## config.mk

```make
export PLATFORM = sky130hd
export DESIGN_NAME = wb_sdrc_arbiter
export DESIGN_NICKNAME = d
export VERILOG_FILES = /design/src/rtl/wb_arb_pkg.sv /design/src/rtl/rr_picker.sv /design/src/rtl/wb_sdrc_arbiter.sv
export SDC_FILE = /design/constraint.sdc
export NUM_CORES = 1
export LEC_CHECK = 0
export BUFFER_PORTS_ARGS = -buffer_cell sky130_fd_sc_hd__buf_4
export CAP_MARGIN = 20
export CELL_PAD_IN_SITES_DETAIL_PLACEMENT = 1
export CELL_PAD_IN_SITES_GLOBAL_PLACEMENT = 1
export CORE_AREA = 2 2 157 159
export DETAILED_ROUTE_END_ITERATION = 10
export DIE_AREA = 0 0 159 161
export GPL_TIMING_DRIVEN = 0
export MAX_ROUTING_LAYER = met4
export PLACE_DENSITY = 0.55
export SKIP_LAST_GASP = 1
export SYNTH_ARGS = -nofsm -noshare
export SYNTH_HDL_FRONTEND = slang
export SYNTH_SLANG_ARGS = --single-unit
```

## constraint.sdc

```tcl
create_clock -name wb_clk_i -period 2 [get_ports wb_clk_i]
set_input_delay 0.2 -clock wb_clk_i [delete_from_list [all_inputs] [get_ports wb_clk_i]]
set_output_delay 0.2 -clock wb_clk_i [all_outputs]
set_load 0.01 [all_outputs]
```

## src/rtl/wb_arb_pkg.sv

```systemverilog
// Shared types and default sizing for the Wishbone SDRAM-controller arbiter.
package wb_arb_pkg;

  typedef enum logic [1:0] {IDLE, OWNED, ABORT} arb_state_t;

  localparam int NUM_MASTERS_DEF    = 4;
  localparam int AW_DEF             = 26;
  localparam int DW_DEF             = 32;
  localparam int TIMEOUT_CYCLES_DEF = 1024;

endpackage

```

## src/rtl/rr_picker.sv

```systemverilog
// Combinational round-robin picker: rotate requests so last_grant+1 is bit 0,
// take the lowest set bit, rotate the one-hot result back.
module rr_picker #(
  parameter int N = 4
) (
  input  logic [N-1:0] req,
  input  logic [N-1:0] last_grant,
  output logic [N-1:0] gnt
);

  localparam int IW = $clog2(N);

  logic [IW-1:0]  last_idx;
  logic [IW-1:0]  shamt;
  logic [2*N-1:0] rot_dbl;
  logic [N-1:0]   rot;
  logic [N-1:0]   pick;
  logic [2*N-1:0] back_dbl;

  always_comb begin
    last_idx = '0;
    for (int k = 0; k < N; k++) begin
      if (last_grant[k]) last_idx = IW'(k);
    end
  end

  assign shamt    = (last_idx == IW'(N-1)) ? '0 : last_idx + 1'b1;
  assign rot_dbl  = {req, req} >> shamt;
  assign rot      = rot_dbl[N-1:0];
  assign pick     = rot & (~rot + 1'b1);
  assign back_dbl = {pick, pick} << shamt;
  assign gnt      = back_dbl[2*N-1:N];

endmodule

```

## src/rtl/wb_sdrc_arbiter.sv

```systemverilog
// Round-robin Wishbone B4 classic arbiter in front of the SDRAM controller slave port.
// Optional stall watchdog with ERR/ABORT is enabled by defining WB_ARB_TIMEOUT_EN.
module wb_sdrc_arbiter
  import wb_arb_pkg::*;
#(
  parameter int NUM_MASTERS    = NUM_MASTERS_DEF,
  parameter int AW             = AW_DEF,
  parameter int DW             = DW_DEF,
  parameter int TIMEOUT_CYCLES = TIMEOUT_CYCLES_DEF
) (
  input  logic                        wb_clk_i,
  input  logic                        wb_rst_i,
  input  logic [NUM_MASTERS-1:0]      m_cyc_i,
  input  logic [NUM_MASTERS-1:0]      m_stb_i,
  input  logic [NUM_MASTERS-1:0]      m_we_i,
  input  logic [NUM_MASTERS*DW/8-1:0] m_sel_i,
  input  logic [NUM_MASTERS*AW-1:0]   m_adr_i,
  input  logic [NUM_MASTERS*DW-1:0]   m_dat_i,
  output logic [DW-1:0]               m_dat_o,
  output logic [NUM_MASTERS-1:0]      m_ack_o,
  output logic [NUM_MASTERS-1:0]      m_err_o,
  output logic                        s_cyc_o,
  output logic                        s_stb_o,
  output logic                        s_we_o,
  output logic [DW/8-1:0]             s_sel_o,
  output logic [AW-1:0]               s_adr_o,
  output logic [DW-1:0]               s_dat_o,
  input  logic [DW-1:0]               s_dat_i,
  input  logic                        s_ack_i,
  output logic [NUM_MASTERS-1:0]      grant_o,
  output logic                        busy_o
);

  localparam int SW = DW / 8;

  if (NUM_MASTERS < 2 || NUM_MASTERS > 8 || TIMEOUT_CYCLES < 2) begin : g_param_check
    $error("wb_sdrc_arbiter: NUM_MASTERS must be 2..8 and TIMEOUT_CYCLES >= 2");
  end

  arb_state_t             state, state_n;
  logic [NUM_MASTERS-1:0] grant_n;
  logic [NUM_MASTERS-1:0] last_grant, last_grant_n;
  logic [NUM_MASTERS-1:0] picked;
  logic                   mux_cyc, mux_stb, mux_we;
  logic [SW-1:0]          mux_sel;
  logic [AW-1:0]          mux_adr;
  logic [DW-1:0]          mux_dat;
  logic                   live;
  logic                   abort_fire;

  rr_picker #(.N(NUM_MASTERS)) u_picker (
    .req        (m_cyc_i),
    .last_grant (last_grant),
    .gnt        (picked)
  );

  // Granted master's request; grant_o is one-hot or zero so at most one slice wins.
  always_comb begin
    mux_cyc = 1'b0;
    mux_stb = 1'b0;
    mux_we  = 1'b0;
    mux_sel = '0;
    mux_adr = '0;
    mux_dat = '0;
    for (int k = 0; k < NUM_MASTERS; k++) begin
      if (grant_o[k]) begin
        mux_cyc = m_cyc_i[k];
        mux_stb = m_stb_i[k];
        mux_we  = m_we_i[k];
        mux_sel = m_sel_i[k*SW +: SW];
        mux_adr = m_adr_i[k*AW +: AW];
        mux_dat = m_dat_i[k*DW +: DW];
      end
    end
  end

`ifdef WB_ARB_TIMEOUT_EN
  localparam int CW = $clog2(TIMEOUT_CYCLES) + 1;
  logic [CW-1:0] stall_cnt;

  assign abort_fire = (state == OWNED) && mux_stb && !s_ack_i &&
                      (stall_cnt == CW'(TIMEOUT_CYCLES - 1));
  assign m_err_o    = abort_fire ? grant_o : '0;

  always_ff @(posedge wb_clk_i) begin
    if (wb_rst_i || state != OWNED || s_ack_i || abort_fire) stall_cnt <= '0;
    else if (mux_stb) stall_cnt <= stall_cnt + 1'b1;
  end
`else
  assign abort_fire = 1'b0;
  assign m_err_o    = '0;
`endif

  assign live    = (state == OWNED) && !abort_fire;
  assign s_cyc_o = live & mux_cyc;
  assign s_stb_o = live & mux_stb;
  assign s_we_o  = live & mux_we;
  assign s_sel_o = live ? mux_sel : '0;
  assign s_adr_o = live ? mux_adr : '0;
  assign s_dat_o = live ? mux_dat : '0;
  assign m_ack_o = live ? (grant_o & m_cyc_i & m_stb_i & {NUM_MASTERS{s_ack_i}}) : '0;
  assign m_dat_o = s_dat_i;
  assign busy_o  = (state != IDLE);

  always_comb begin
    state_n      = state;
    grant_n      = grant_o;
    last_grant_n = last_grant;
    case (state)
      IDLE: begin
        if (|m_cyc_i) begin
          state_n      = OWNED;
          grant_n      = picked;
          last_grant_n = picked;
        end
      end
      OWNED: begin
        if (!mux_cyc) begin
          state_n = IDLE;
          grant_n = '0;
        end else if (abort_fire) begin
          state_n = ABORT;
        end
      end
      ABORT: begin
        if (!mux_cyc) begin
          state_n = IDLE;
          grant_n = '0;
        end
      end
      default: begin
        state_n = IDLE;
        grant_n = '0;
      end
    endcase
  end

  always_ff @(posedge wb_clk_i) begin
    if (wb_rst_i) begin
      state      <= IDLE;
      grant_o    <= '0;
      last_grant <= {1'b1, {(NUM_MASTERS-1){1'b0}}};
    end else begin
      state      <= state_n;
      grant_o    <= grant_n;
      last_grant <= last_grant_n;
    end
  end

endmodule

```

Word level (Yosys, flattened, before mapping)
Index checks and enable logic that the tools add are counted. Widths: inputs -> output; s select.

Bits in registers: 10. Latch bits: 0. Bits in writable memories: 0. Memory bits (read-only): 0. Input bits: 295. Output and inout bits: 110. Logic and storage cells: 64. Memories: 0.

$add $sub $neg: 2. Multipliers: 0. Div/mod/pow operators: 0. Magnitude comparators: 0. Equal/unequal tests: 5. Shift-type cells: 2. Multiplexer cells: 38. Bitwise gates (word level): 8. Reduce and logical (&&, ||, !) cells: 6.

Operator list (number): $mux 32 (5); $mux 26 (5); $mux 4 (8); $and 4x4->4 (4); $mux 1 (13); $mux 2 (5); $pmux 4 s2 (1); $shl 8x2->8 (1); $shr 8x2->4 (1); $add 4x1->4 const B (1); $eq 2x2->1 const B (2); $ne 2x2->1 const B (2); $not 4->4 (1); $pmux 2 s2 (1); $reduce_and 2->1 (2); $reduce_or 4->1 (1); $and 1x1->1 (3); $add 2x1->2 const B (1); $eq 2x1->1 const B (1); $logic_not 2->1 (1); $reduce_bool 2->1 (1); $reduce_or 2->1 (1).

Logic depth before layout (Yosys ltp)
Gate-level depths: netlist of run 1.

Word-level depth: 12. Mapped depth: 7. Mapped depth without buffers: 4.

Modules after synthesis
Synthesis of run 1 repeated with hierarchy kept, for this count alone.

Cell total of the unflattened synthesis: 415. Area total of the unflattened synthesis: 3173.0 um2.

By module, submodules not included: wb_sdrc_arbiter (times used 1, cells each 399, area an instance 3066.7 um2); rr_picker (times used 1, cells each 16, area an instance 106.4 um2).

Least setup slack after synthesis of run 1
Ideal clock, no wire load.

Path kind: reg-to-output. From: register grant_o[1]. To: output port s_stb_o. Arrival: 1372 ps. Data required time: 1800 ps. Path slack: 428 ps. Stages on the path, launching flop included: 8. Buffers on the path: 3. Path through: dfxtp_1 > clkbuf_1 > buf_2 > buf_2 > nand2_1 > o21ai_1 > o21ai_0 > a21boi_1.

Cells in the longest elaborated chain, start to end: 4.

RTL lines: start, declared (line wb_sdrc_arbiter.sv:30) `output logic [NUM_MASTERS-1:0] grant_o,`; start signal, assigned (line wb_sdrc_arbiter.sv:145) `grant_o <= grant_n;`; $mux 1 (3 in a row) (line wb_sdrc_arbiter.sv:66) `if (grant_o[k]) begin`; $and 1x1->1 (line wb_sdrc_arbiter.sv:96) `assign s_stb_o = live & mux_stb;`; end, declared (line wb_sdrc_arbiter.sv:23) `output logic s_stb_o,`.

Every way passes these cells.

Worst setup path in the final report of run 1
From: register grant_o[0]. To: output port s_adr_o[23].

Cells in the longest elaborated chain, start to end: 5.

RTL lines: $mux 26 (4 in a row) (line wb_sdrc_arbiter.sv:66); $mux 26 (line wb_sdrc_arbiter.sv:99) `assign s_adr_o = live ? mux_adr : '0;`; end, declared (line wb_sdrc_arbiter.sv:26) `output logic [AW-1:0] s_adr_o,`.

Every way passes these cells.

==> flow_summary.json, run 1 <==
{
  "power_density_nw_per_um2": 316,
  "path_cells": "nor2b_4 -> buf_8 -> buf_6 -> a22oi_1 -> o21ai_2 -> a22o_1 -> buf_4",
  "die-area_um2": 25600,
  "gr-total-overflow": 0,
  "fin_crit_ps": 1950,
  "p_total_mw": 1.91,
  "clock_skew_ps": 1.40,
  "dr_total_vias": 4715,
  "cts_tree": "built",
  "drive_gt1_share_pct": 58.4,
  "clock_latency_ps": 230,
  "grt_max_degree": 11,
  "ys_ff_latch": 8,
  "syn_area_um2": 2630,
  "hpwl_mm": 17.2,
  "grtUsageMet2_pct": 27.2,
  "area_growth_pct": 130,
  "finalMaxSlewViolations": 0,
  "synthFlopType": "dfxtp_1",
  "arrival_ps": 1750,
  "die_w_um": 159,
  "top_usage_layer": "met2",
  "final_cell_mix": "408 x buf_4, 69 x nand2_1, 63 x a22oi_1, 63 x a22o_1, 62 x o21ai_1",
  "n_fill_cell": 3006,
  "cp_top_family": "compound AO/OA/AOI/OAI gates",
  "core_um2": 24000,
  "pre_cts_ws_ps": -401,
  "cp.required_ps": 1800,
  "grt_pass1_wl_mm": 30.4,
  "dieHeight_um": 161,
  "crit_path_top_delay_cell": "dfxtp_4",
  "r2r_slack_ps": 480,
  "start_kind": "register",
  "vias_per_cell": 4.25,
  "fmax_ghz": 0.514,
  "path_buf_inv": 3,
  "setup_ws_ps": 54.2,
  "synth_edf_count": 0,
  "ys_warn_count": 0,
  "syn_area_per_cell_um2": 6.39,
  "final_common_cell": "buf_4",
  "ant_nets": 0,
  "max_cap_viol_count": 0,
  "cts_max_level": 1,
  "slew_headroom_pct": 64.6,
  "use_met1_pct": 19.0,
  "min_path_type": "in -> reg",
  "ys_seq_area_share_pct": 6.10,
  "nNetsFinal": 1081,
  "start_util_pct": 11.0,
  "peakVddDrop_v": 0.000308,
  "cp_max_fo": 10,
  "yosysUniqueCellTypes": 37,
  "hold_viol_final": 0,
  "drc_errors": 0,
  "row_count": 57,
  "rsz0062_at_grt": "yes",
  "io_buffers": 366,
  "drt-total-wl_mm": 21.0,
  "grt_pass1_vias": 5039,
  "setup_tns_ps": 0,
  "report.final.setup_viol": 0,
  "cts_buffers": 3,
  "cts.clk_slew.worst_paths_ps": 40,
  "holdBufCountCts": 0,
  "fin_util_pct": 25.2,
  "ys_async_sr_fraction_pct": 0,
  "cts_buffer_depth": 2,
  "cts_sinks": 8,
  "cp-end-kind": "output port",
  "drtIter0Drc": 204,
  "first_pass_iters": 4,
  "critPathKind": "reg -> out",
  "root_buffer": "clkbuf_16",
  "status": "completed",
  "synthCells": 411,
  "track_usage_pct": 15.5,
  "use_met3_pct": 3.00,
  "wl_per_cell_um": 18.9,
  "pin_count": 405,
  "power.leakage_nw": 2.91,
  "worst_pin_slew_ps": 532,
  "place.gp.congestion": 0.788,
  "cpPeakStageDelay_ps": 370,
  "min_period_over_period_pct": 97.3,
  "antenna_found_initial": 1
}
[per-layer routing]
| metal | part of all wire [%] | up-vias | wire, um |
|---|---|---|---|
| li1 | - | 2263 | - |
| met5 | 0 | - | 0 |
| met1 | 43 | 2213 | 8940 |
| met3 | 6.3 | 14 | 1330 |
| met4 | 1.2 | 0 | 258 |
| met2 | 50 | 225 | 10500 |
[area by class of cell]
class	instances	area [um2]	area share (%)
antenna	1	2.50	0.0415
buffer	82	604	10.0
clock buffer	3	75.1	1.24
inverter	5	18.8	0.311
multi-input combinational	318	1990	33.0
sequential	8	173	2.86
tap	324	405	6.72
timing repair buffer	368	2770	45.8
[flip-flops by register name, indices dropped and copies added, names as in the netlist]
name	cells
state	1
grant_o	4
last_grant	3
[metrics by stage]
| step | hold slack, ps | area, um2 | std cells |
|---|---|---|---|
| after global routing | 261 | 6040 | 1109 |
| after detailed placement | 483 | 5790 | 1104 |
| after global placement | 477 | 5790 | 1104 |
| final | 233 | 6040 | 1109 |
| after floorplan | 374 | 2640 | 414 |
| after CTS | 239 | 5970 | 1106 |
[power breakdown]
group          switching (mW)  total, mW  internal, mW
combinational           0.603       1.37         0.770
clock                  0.0744      0.332         0.257
sequential             0.0277      0.202         0.174
[logic make-up (layout without fill, tap and decap cells)]
| family | after synthesis | after routing | share of synthesized area, % |
|---|---|---|---|
| other | 1 | 5 | 0.143 |
| muxes | 1 | 1 | 0.429 |
| DFF | 8 | 8 | 6.10 |
| buffers and inverters | 88 | 458 | 19.0 |
| AOI/OAI and AO/OA | 212 | 212 | 57.2 |
| and+or+nand+nor | 101 | 101 | 17.1 |
[timing repair]
| item | 4_1_cts | 5_1_grt |
|---|---|---|
| setup endpoints to repair | 68 | 60 |
| resized for setup | 51 | 31 |
| cloned | 0 | 1 |
| pin swaps | 0 | 2 |
| setup buffers | 0 | 1 |
[worst paths after layout]
path	start	end	depth (start not counted)
hold / removal	wb_rst_i	grant_o[1]$_SDFFE_PP0P_	3
setup / recovery	grant_o[0]$_SDFFE_PP0P_	s_adr_o[23]	7
setup reg to reg	grant_o[2]$_SDFFE_PP0P_	grant_o[0]$_SDFFE_PP0P_	5
hold reg to reg	last_grant[1]$_SDFFE_PP0P_	last_grant[1]$_SDFFE_PP0P_	2
[cells in the mapped netlist, drive strengths merged (2+ instances only)]
| master | n | share of area (%) |
|---|---|---|
| and2 | 2 | 0.48 |
| a22oi | 63 | 18 |
| nand3 | 4 | 0.76 |
| o31ai | 2 | 0.57 |
| a21oi | 5 | 1.1 |
| buf | 51 | 14 |
| nand3b | 2 | 0.57 |
| o21ai | 68 | 13 |
| nand2 | 69 | 9.9 |
| nor3 | 2 | 0.38 |
| nand2b | 5 | 1.2 |
| nor2b | 4 | 0.95 |
| o22ai | 2 | 0.48 |
| nor2 | 9 | 1.3 |
| clkbuf | 32 | 4.6 |
| dfxtp | 8 | 6.1 |
| a22o | 63 | 21 |
| inv | 5 | 0.71 |
[worst min-delay path: cells and delay by family]
family / cells / cell delay, ps
and+or+nand+nor: 1 / 90
buffers and inverters: 1 / 80
AOI/OAI and AO/OA: 1 / 50
Power figures use the tool's default switching activity.
==> run 2, diff against run 1 <==
REMOVE_ABC_BUFFERS = 1   (was unset)
==> run 2 against run 1 <==
Effect of this change: die area unchanged; critical path depth unchanged; utilization decreased by 2.0 points; sequential power increased by 9%; sequential share of layout area increased by 0.32 points; clock-buffer cell count increased by 1; wire length increased by 1.0%; flip-flop and latch count unchanged; largest cell class unchanged; largest power group unchanged.
==> flow_summary.json, run 2 (synthesized netlist as in run 1, its figures left out) <==
{
  "power_density_nw_per_um2": 325,
  "report.final.setup_viol": 0,
  "crit_path_top_delay_cell": "dfxtp_4",
  "design_area_um2": 5550,
  "cpPeakStageDelay_ps": 370,
  "vias_per_cell": 4.38,
  "grt_pass1_vias": 4550,
  "regToRegStartpoint": "grant_o[2]$_SDFFE_PP0P_",
  "drive_gt1_share_pct": 53.9,
  "rsz0062_at_grt": "yes",
  "reg_top3": "grant_o (4), last_grant (3), state (1)",
  "regMostFlops": "grant_o",
  "status": "completed",
  "drt-total-wl_mm": 21.2,
  "dieHeight_um": 161,
  "track_usage_pct": 15.4,
  "finalMaxSlewViolations": 0,
  "drc_errors": 0,
  "wl_per_cell_um": 20.9,
  "antenna_found_initial": 0,
  "die-area_um2": 25600,
  "die_w_um": 159,
  "clock_latency_ps": 230,
  "largest_reg_flops": 4,
  "diodes": 0,
  "r2r_slack_ps": 290,
  "placed_cell_area_um2": 5230,
  "cp_max_fo": 33,
  "start_util_pct": 11.0,
  "min_to": "grant_o[3]$_SDFFE_PP0P_",
  "stdcell_count": 1016,
  "area_growth_pct": 111,
  "rr_worst_depth": 5,
  "path_cells": "nor2b_4 -> buf_12 -> buf_12 -> a22oi_1 -> o21ai_1 -> a22o_1 -> buf_4",
  "n_fill_cell": 2990,
  "cts_buffer_depth": 2,
  "fmax_ghz": 0.524,
  "critPathKind": "reg -> out",
  "gr-total-overflow": 0,
  "core_um2": 24000,
  "worstHoldStart": "wb_rst_i",
  "cts_tree": "built",
  "peakVddDrop_v": 0.000469,
  "fin_util_pct": 23.2,
  "cts_sinks": 8,
  "grt_max_degree": 63,
  "max_cap_viol_count": 0,
  "clock_skew_ps": 1.22,
  "setup.worst_path.start": "grant_o[0]$_SDFFE_PP0P_",
  "fin_crit_ps": 1910,
  "pin_count": 405,
  "cts_buffers": 3,
  "power.leakage_nw": 2.53,
  "drtIter0Drc": 214,
  "dpl.cell_count": 996,
  "hold_viol_final": 0,
  "root_buffer": "clkbuf_16",
  "final_cell_mix": "340 x buf_4, 69 x nand2_1, 63 x a22oi_1, 63 x a22o_1, 62 x o21ai_1",
  "dr_total_vias": 4448,
  "grt_pass1_wl_mm": 29.4,
  "nNetsFinal": 988,
  "cts.clk_slew.worst_paths_ps": 40,
  "crit_top_cell": "buf_12",
  "hold_ws_ps": 202,
  "cp.required_ps": 1800,
  "hold_path_depth": 2,
  "io_buffers": 336,
  "hpwl_mm": 14.8,
  "ant_nets": 0,
  "p_total_mw": 1.81,
  "min_period_over_period_pct": 95.5,
  "r2r_end": "grant_o[0]$_SDFFE_PP0P_",
  "row_count": 57,
  "first_pass_iters": 4,
  "min_path_type": "in -> reg",
  "holdBufCountCts": 0,
  "place.gp.congestion": 0.775,
  "cp-end-kind": "output port",
  "arrival_ps": 1710,
  "cts_max_level": 1,
  "start_kind": "register",
  "final_common_cell": "buf_4"
}
## run 2: cell count changes in the layout (fill, tap and decap cells not counted), moves of 4 or more
cell / previous run / this run
buf_4: 408 / 340
clkbuf_4: 15 / 0
clkbuf_2: 11 / 0
buf_12: 0 / 8
buf_6: 9 / 1
and2_4: 0 / 4
clkbuf_1: 5 / 1
## run 2: worst max path at each step
stage	to	slack, ps	cells after the start
floorplan	s_dat_o[30]	-2000	4
global placement	s_dat_o[12]	-5940	5
detailed placement	s_adr_o[3]	-420	4
CTS	s_dat_o[26]	-6	3
global route	s_cyc_o	-6	5
finish	s_dat_o[1]	90	7
## run 2: what timing repair did
| item | CTS | global route |
|---|---|---|
| setup buffers | 7 | 4 |
| pin swaps | 2 | 1 |
| cloned | 3 | 2 |
| gates resized for setup | 7 | 3 |
| setup endpoints to repair | 69 | 48 |
## run 2: metrics by stage
| step | setup WS [ps] | TNS, ps |
|---|---|---|
| final | 89.9 | 0 |
| after global routing | -6.45 | -8.87 |
| after CTS | -5.61 | -24.7 |
| after detailed placement | -421 | -14210 |
| after global placement | -5940 | -385580 |
| after floorplan | -2000 | -134290 |
## run 2: metal layers
layer	vias up	global-route usage, %	routed length, um
met2	234	24.7	9710
met1	2123	19.4	9480
li1	2081	-	-
met3	10	5.42	1870
met4	0	1.16	144
met5	-	-	0
## run 2: layout make-up
cell class,count,area (um2),share of cell area [%]
timing repair buffer,353,2830,51.0
multi-input combinational,322,2040,36.8
tap,324,405,7.30
sequential,8,176,3.18
clock buffer,4,78.8,1.42
inverter,5,18.8,0.338
## run 2: power by group
group	leakage [nW]	switching (mW)	internal [mW]
clock	0.0382	0.0755	0.265
sequential	0.0689	0.0460	0.174
combinational	2.42	0.535	0.710
## run 2: critical path, delay by kind of cell (launching register included)
family / cells / cell delay, ps
AOI/OAI and AO/OA: 3 / 480
buffers and inverters: 3 / 410
DFF: 1 / 370
and+or+nand+nor: 1 / 170
==> run 3, diff against run 2 <==
CORE_AREA = 5 5 155 157   (was 2 2 157 159)
DIE_AREA = 0 0 160 162   (was 0 0 159 161)
PLACE_DENSITY = 0.58   (was 0.55)
TNS_END_PERCENT = 30   (was unset)
==> run 3 against run 2 <==
Effect of this change: first-iteration DRC count shrank 2.3%; clock-buffer cell count is the same; flip-flop and latch count is the same; wire length grew 4.3%; maximum frequency shrank 1.3%; critical endpoint is now s_dat_o[30]; largest cell class unchanged; final cell count shrank 3.3%; clock power grew 2%; via count is essentially flat; register-to-register slack is essentially flat.
==> flow_summary.json, run 3 (synthesized netlist as in run 1, its figures left out) <==
{
  "p_total_mw": 1.83,
  "status": "completed",
  "final_common_cell": "buf_4",
  "r2r_end": "grant_o[0]$_SDFFE_PP0P_",
  "largest_reg_flops": 4,
  "cts_tree": "built",
  "cts.clk_slew.worst_paths_ps": 40,
  "cp-end-kind": "output port",
  "track_usage_pct": 16.2,
  "pre_cts_ws_ps": -791,
  "cts_buffers": 3,
  "arrival_ps": 1740,
  "worst_pin_slew_ps": 520,
  "min_period_over_period_pct": 96.8,
  "io_buffers": 336,
  "clock_latency_ps": 230,
  "slew_headroom_pct": 65.3,
  "antenna_found_initial": 0,
  "clock_skew_ps": 0.887,
  "area_growth_pct": 109,
  "cts_sinks": 8,
  "cts_max_level": 1,
  "rr_worst_depth": 6,
  "row_count": 55,
  "rsz0062_at_grt": "yes",
  "regArea_um2": 174,
  "die_w_um": 160,
  "min_path_type": "in -> reg",
  "vias_per_cell": 4.53,
  "regMostFlops": "grant_o",
  "final_cell_mix": "347 x buf_4, 69 x nand2_1, 63 x a22oi_1, 63 x o21ai_1, 62 x a22o_1",
  "fin_crit_ps": 1940,
  "cp.required_ps": 1800,
  "diodes": 0,
  "drc_errors": 0,
  "peakVddDrop_v": 0.000261,
  "gr-total-overflow": 0,
  "critPathKind": "reg -> out",
  "nNetsFinal": 993,
  "drt-total-wl_mm": 22.1,
  "die-area_um2": 25900,
  "cp-endpoint": "s_dat_o[30]",
  "start_kind": "register",
  "hold_viol_final": 0,
  "drtIter0Drc": 209,
  "place.gp.congestion": 0.742,
  "finalMaxSlewViolations": 0,
  "r2r_slack_ps": 280,
  "power.leakage_nw": 2.54,
  "ant_nets": 0,
  "report.final.setup_viol": 0,
  "start_util_pct": 11.7,
  "root_buffer": "clkbuf_16",
  "cp_max_fo": 31,
  "drive_gt1_share_pct": 54.2,
  "grt_pass1_vias": 4727,
  "max_cap_viol_count": 0,
  "regToRegStartpoint": "grant_o[1]$_SDFFE_PP0P_",
  "dr_total_vias": 4444,
  "core_um2": 22400,
  "multi_input_area_um2": 2040,
  "wl_per_cell_um": 22.5,
  "hpwl_mm": 15.1,
  "pin_count": 405,
  "setup_tns_ps": 0,
  "power_density_nw_per_um2": 333,
  "reg_top3": "grant_o (4), last_grant (3), state (1)",
  "n_fill_cell": 2783,
  "setup_ws_ps": 64.0,
  "cts_buffer_depth": 2,
  "grt_pass1_wl_mm": 31.1,
  "setup.worst_path.start": "state[0]$_SDFFE_PP0P_",
  "grt_max_degree": 79,
  "fmax_ghz": 0.517,
  "fin_util_pct": 24.6,
  "dieHeight_um": 162,
  "first_pass_iters": 4
}
## run 3: how the worst min path moves through the flow
stage / start / endpoint / slack (ps) / depth (start not counted)
after floorplan: wb_rst_i / grant_o[3]$_SDFFE_PP0P_ / 260 / 1
after global placement: s_dat_i[13] / m_dat_o[13] / 400 / 0
after detailed placement: s_dat_i[13] / m_dat_o[13] / 400 / 0
after CTS: wb_rst_i / grant_o[3]$_SDFFE_PP0P_ / 210 / 2
after global routing: wb_rst_i / grant_o[3]$_SDFFE_PP0P_ / 230 / 2
final: wb_rst_i / grant_o[3]$_SDFFE_PP0P_ / 210 / 2
## run 3: worst max-delay path, stage by stage (launching register included)
cell     delay [ps]
dfxtp_2         580
and2_4          560
a22o_1          220
buf_4           130
## run 3: cell type report
class	instances	area share, %
well taps	285	6.49
flip-flops and latches	8	3.17
clock buffers	4	1.43
inverters	5	0.342
repair buffers	358	51.4
multi-input cells	322	37.2
## run 3: layer usage
metal | wire, um | up-vias | track usage [%]
met5 | 0 | - | -
met4 | 78 | 0 | 0.939
met3 | 1740 | 6 | 4.62
met2 | 10300 | 248 | 26.1
met1 | 9970 | 2100 | 21.3
li1 | - | 2090 | -
## run 3: power by group
group | switching, mW | internal (mW) | total (mW) | leakage (nW)
sequential | 0.0474 | 0.174 | 0.221 | 0.0686
combinational | 0.557 | 0.703 | 1.26 | 2.43
clock | 0.0808 | 0.266 | 0.347 | 0.0382
total | 0.685 | 1.14 | 1.83 | 2.54
## run 3: metrics by stage
| step | cell area, um2 | cells | hold slack [ps] |
|---|---|---|---|
| after global placement | 5040 | 952 | 400 |
| after floorplan | 2160 | 331 | 262 |
| after CTS | 5460 | 979 | 207 |
| after detailed placement | 5130 | 955 | 400 |
| final | 5490 | 982 | 211 |
| after global routing | 5490 | 982 | 227 |
## run 3: repair_timing
| action | CTS | global route |
|---|---|---|
| hold buffers | 0 | 0 |
| gates resized for setup | 9 | 0 |
| setup endpoints to repair | 66 | 40 |
| gates cloned | 4 | 0 |
| buffers inserted | 16 | 3 |
| pin swaps | 1 | 1 |
